## src/rtl/pdm_mic_emulator.sv

```systemverilog
// PCM-to-PDM microphone emulator: sample FIFO, IDLE/RUN priming FSM, OSR step
// counter and first-order sigma-delta modulator stepped on a chosen mic_clk edge.
module pdm_mic_emulator #(
  parameter int OSR           = 64,
  parameter int FIFO_DEPTH    = 8,
  parameter int PRIME_LEVEL   = 4,
  parameter int DRIVE_ON_FALL = 1
) (
  input  logic                                clk_in,
  input  logic                                rst_in,
  input  logic                                mic_clk_in,
  input  logic signed [15:0]                  pcm_in,
  input  logic                                pcm_valid_in,
  output logic                                pcm_ready_out,
  output logic                                mic_data_out,
  output logic                                running_out,
  output logic                                underflow_out,
  output logic [$clog2(FIFO_DEPTH+1)-1:0]     fill_out
);

  localparam int AW = $clog2(FIFO_DEPTH);
  localparam int FW = $clog2(FIFO_DEPTH+1);
  localparam int SW = $clog2(OSR);
  localparam bit STEP_ON_FALL = (DRIVE_ON_FALL != 0);

  typedef enum logic {IDLE = 1'b0, RUN = 1'b1} state_t;

  state_t              state_q, state_d;
  logic                mic_prev_q;
  logic                step_evt;
  logic [SW-1:0]       step_q;
  logic signed [15:0]  mem [FIFO_DEPTH];
  logic [AW-1:0]       wr_ptr_q, rd_ptr_q;
  logic [FW-1:0]       fill_q;
  logic                full, empty, push, load, pop;
  logic signed [15:0]  cur_q;
  logic signed [15:0]  mod_in;
  logic signed [17:0]  acc_q, sum, acc_next;
  logic                pdm_bit;
  logic                mic_data_q, underflow_q;

  assign step_evt = STEP_ON_FALL ? (mic_prev_q & ~mic_clk_in) : (~mic_prev_q & mic_clk_in);

  // Handshake: a sample transfers on any cycle where pcm_valid_in and
  // pcm_ready_out are both high; the producer holds pcm_in until then.
  assign full          = (fill_q == FW'(FIFO_DEPTH));
  assign empty         = (fill_q == '0);
  assign pcm_ready_out = !rst_in && !full;
  assign push          = pcm_valid_in && pcm_ready_out;
  assign load          = (state_q == RUN) && step_evt && (step_q == '0);
  assign pop           = load && !empty;

  always_comb begin
    state_d = state_q;
    case (state_q)
      IDLE:    if (fill_q >= FW'(PRIME_LEVEL)) state_d = RUN;
      RUN:     state_d = RUN;
      default: state_d = IDLE;
    endcase
  end

  // A load with an empty FIFO keeps replaying the last sample.
  always_comb begin
    mod_in = '0;
    if (state_q == RUN) mod_in = pop ? mem[rd_ptr_q] : cur_q;
  end

  assign sum      = acc_q + {{2{mod_in[15]}}, mod_in};
  assign pdm_bit  = ~sum[17];
  assign acc_next = pdm_bit ? (sum - 18'sd32767) : (sum + 18'sd32768);

  always_ff @(posedge clk_in) begin
    if (push) mem[wr_ptr_q] <= pcm_in;
  end

  always_ff @(posedge clk_in) begin
    if (rst_in) begin
      state_q     <= IDLE;
      mic_prev_q  <= 1'b0;
      step_q      <= '0;
      wr_ptr_q    <= '0;
      rd_ptr_q    <= '0;
      fill_q      <= '0;
      cur_q       <= '0;
      acc_q       <= '0;
      mic_data_q  <= 1'b0;
      underflow_q <= 1'b0;
    end else begin
      state_q     <= state_d;
      mic_prev_q  <= mic_clk_in;
      underflow_q <= load && empty;
      fill_q      <= fill_q + FW'(push) - FW'(pop);
      if (push) wr_ptr_q <= wr_ptr_q + AW'(1);
      if (pop) begin
        rd_ptr_q <= rd_ptr_q + AW'(1);
        cur_q    <= mem[rd_ptr_q];
      end
      if (step_evt) begin
        acc_q      <= acc_next;
        mic_data_q <= pdm_bit;
        if (state_q == RUN)
          step_q <= (step_q == SW'(OSR-1)) ? '0 : step_q + SW'(1);
      end
    end
  end

  assign mic_data_out  = mic_data_q;
  assign underflow_out = underflow_q;
  assign running_out   = (state_q == RUN);
  assign fill_out      = fill_q;

endmodule

```

## config.mk

```make
export PLATFORM = sky130hd
export DESIGN_NAME = pdm_mic_emulator
export DESIGN_NICKNAME = d
export VERILOG_FILES = /design/src/rtl/pdm_mic_emulator.sv
export SDC_FILE = /design/constraint.sdc
export NUM_CORES = 1
export LEC_CHECK = 0
export CAP_MARGIN = 10
export CORE_UTILIZATION = 46
export DETAILED_ROUTE_END_ITERATION = 7
export HOLD_SLACK_MARGIN = 0.05
export PLACE_DENSITY = 0.71
export SYNTH_ARGS = -nofsm -noshare
export SYNTH_HDL_FRONTEND = slang
export SYNTH_SLANG_ARGS = --single-unit
export TNS_END_PERCENT = 1
```

## constraint.sdc

```tcl
create_clock -name clk_in -period 6.2 [get_ports clk_in]
set_input_delay 1.24 -clock clk_in [delete_from_list [all_inputs] [get_ports clk_in]]
set_output_delay 1.24 -clock clk_in [all_outputs]
set_load 0.05 [all_outputs]
```

==> qor.txt <==
first-pass GRT wire length -> 27800 um
RSZ-0062 raised after global routing -> false
total congestion overflow -> 0
f_max -> 181 MHz
clock slew at reported path FFs -> 70 ps
Clock Latency Late Sink -> 430 ps
Crit. End Element -> register
initial antenna violation count -> 0
largest net degree at the start of global routing -> 58
CTS resizes -> 0
Die Span Y -> 139 um
final setup fails -> 0
Hold Vio Cnt, Final -> 0
post-synthesis sequential area ratio -> 57.7%
layout cells sized above 1 -> 14.3%
drt drc -> 0
CP top delay family -> compound AO/OA/AOI/OAI gates
Gate Count Post-Synth -> 673
Slowest-stage cell, CP -> clkdlybuf4s50_1
postcts setup bufs -> 0
flops & latches, synth -> 185
CTS H-tree lvls -> 4
area grow syn2layout -> 13.7%
IO Count -> 28
ys flop type -> edfxtp_1
area leader, netlist -> edfxtp_1
Mapped Avg Cell Area -> 12.8 sq um
die span in x -> 139 um
Worst Tran Pin Value -> 1110 ps
fin crit share -> 89.2%
Row Count -> 49
Setup Skew -> 10.3 ps
setup tns final -> 0 ps
Area contributors post-synth -> edfxtp_1 (44%), dfxtp_1 (13%), mux4_2 (7.8%), ha_1 (4.6%), nor2_1 (4.3%)
Slew Viols, Final -> 0
TritonCTS Buffers -> 17
Post-CTS Hold Buffers -> 0
CTS root buf -> clkbuf_16
GP Congestion -> 0.904
Hold WC Path Type -> reg -> reg
Async SR Flop Fraction -> 0%
aggregate global-route resource usage -> 18.7%
Vias -> 5567
status -> finished, final reports clean
Ys Warns -> 0
buffers added on ports -> 27
Synth cell types -> 70
Post-Route WL -> 17500 um
CP max FO -> 31
Fill cells -> 1452
worst vdd ir -> 0.211 mV
clock sinks -> 185
starting density of the core -> 47.5%
Buf+Inv Stages, Crit Path -> 4
Synth Cell Area -> 8640 sq um
worst reg2reg setup slack -> 1030 ps
Post-Place Worst Slack -> 327 ps
TritonCTS clock tree -> built
CP max stage delay -> 490 ps
dpl hpwl -> 11500 um
Vias/cell -> 5.90
post-synth top area share -> 44.5%
Slew headroom -> 26.2%
number of max-cap violations -> 0
Crit Path Category -> in -> reg
Leakage -> 3.29 nW
First-pass DRT Iterations -> 5
CTS max path bufs -> 2
pwr dens -> 284 nW/um^2
final setup margin -> 668 ps
Synth Net Count -> 727
WL/cell -> 18.5 um
number of global-route vias before repair -> 5357
n_diodes -> 0
Die ar. -> 19300 sq um
Core Box Area -> 18200 sq um
antenna viol nets, final -> 0
final net count -> 756
CP arrival -> 5840 ps
Initial DRC Count -> 419
Startpoint Class -> input pin
WP data required -> 6500 ps
EDFF count, synth -> 128
min Tclk post-route -> 5530 ps
crit path cell chain -> clkdlybuf4s50_1, nand3b_1, inv_1, nand4_1, buf_12, nor2_1, a21oi_1, nor2_1, ha_1, inv_1, fa_1, nand2b_1, a211oi_2, o2111ai_1, a21oi_1, o211ai_1, or3_1, o311ai_1, nand3_1
## cell type report
cell class / count / area, sq um / area share [%]
multi-input combinational: 439 / 3520 / 35.9
clock buffer: 19 / 433 / 4.41
clock inverter: 13 / 165 / 1.68
sequential: 185 / 4990 / 50.8
inverter: 23 / 86.3 / 0.879
tap: 229 / 287 / 2.92
timing repair buffer: 36 / 345 / 3.52
## synthesized netlist by cell type (6+ instances only)
cell type and number:
mux2i_1 16, ha_1 32, a21o_1 9, nand2b_1 9, xnor2_1 10, a311oi_2 7, a21oi_1 31, nor3_1 12
edfxtp_1 128, dfxtp_1 57, or3_1 7, nand3_1 17, inv_1 23, clkbuf_1 19, a31oi_1 6, o21ai_1 7
mux4_2 30, nand4_1 7, xor2_1 10, nor2_1 99, o21ai_0 7, nand2_1 29
## flip-flops by register name (all words and copies together) (netlist names), named ones only
signal,cells
wr_ptr_q,3
acc_q,18
running_out,1
rd_ptr_q,3
fill_out,4
underflow_out,1
mem,128
step_q,6
cur_q,16
mic_data_out,1
mic_prev_q,1
## cells in the final DEF (no fill, tap or decap), drive strengths merged, types with 19 or more instances in the layout
cell type      instances
edfxtp               128
nor2                 100
dfxtp                 57
ha                    32
mux4                  32
a21oi                 31
nand2                 29
inv                   28
clkdlybuf4s50         26
clkbuf                19
## power by group
group          switching, W  internal (W)
sequential        0.0000278       0.00136
combinational      0.000183      0.000112
clock              0.000464      0.000640
total              0.000675       0.00211
## final timing paths
check,start,endpoint,cells after the start
min,cur_q[10],cur_q[10],2
min reg2reg,cur_q[10],cur_q[10],2
max,mic_clk_in,acc_q[15],19
max reg2reg,register,acc_q[17],17
## logic make-up (layout without fill, tap and decap cells)
| logic type | after synthesis | in the layout | synth area share [%] |
|---|---|---|---|
| muxes | 50 | 50 | 10.5 |
| DFF | 185 | 185 | 57.7 |
| buffers and inverters | 49 | 91 | 2.26 |
| adders and majority gates | 34 | 34 | 5.10 |
| and+or+nand+nor | 216 | 216 | 11.9 |
| xor gates and xnor gates | 23 | 23 | 2.59 |
| AOI/OAI and AO/OA | 116 | 116 | 9.88 |
## per-layer routing
layer	track usage [%]	up-vias	routed length (um)
met5	0	-	0
li1	-	2618	-
met4	6.02	0	187
met3	3.49	18	792
met1	24.8	2790	7740
met2	31.1	141	8780
## stage by stage
step	hold slack (ps)	util (%)	std cells	power, W	cell area [sq um]
detailed placement	467	50.7	912	0.00171	9230
floorplan	440	-	673	0.00161	8640
finish	479	54.0	944	0.00279	9820
CTS	481	54.0	944	0.00280	9820
global placement	462	50.7	912	0.00170	9230
global route	504	54.0	944	0.00287	9820
## worst reg2reg max path: cells and delay by family (launching register included)
family          cells  cell delay (ps)
compound gates      8             1930
xor+xnor            1              400
fa+ha+maj           2              590
buf+inv             2              470
flops               1              890
mux                 2              670
simple gates        2              140
(Power assumes the default switching activity.)
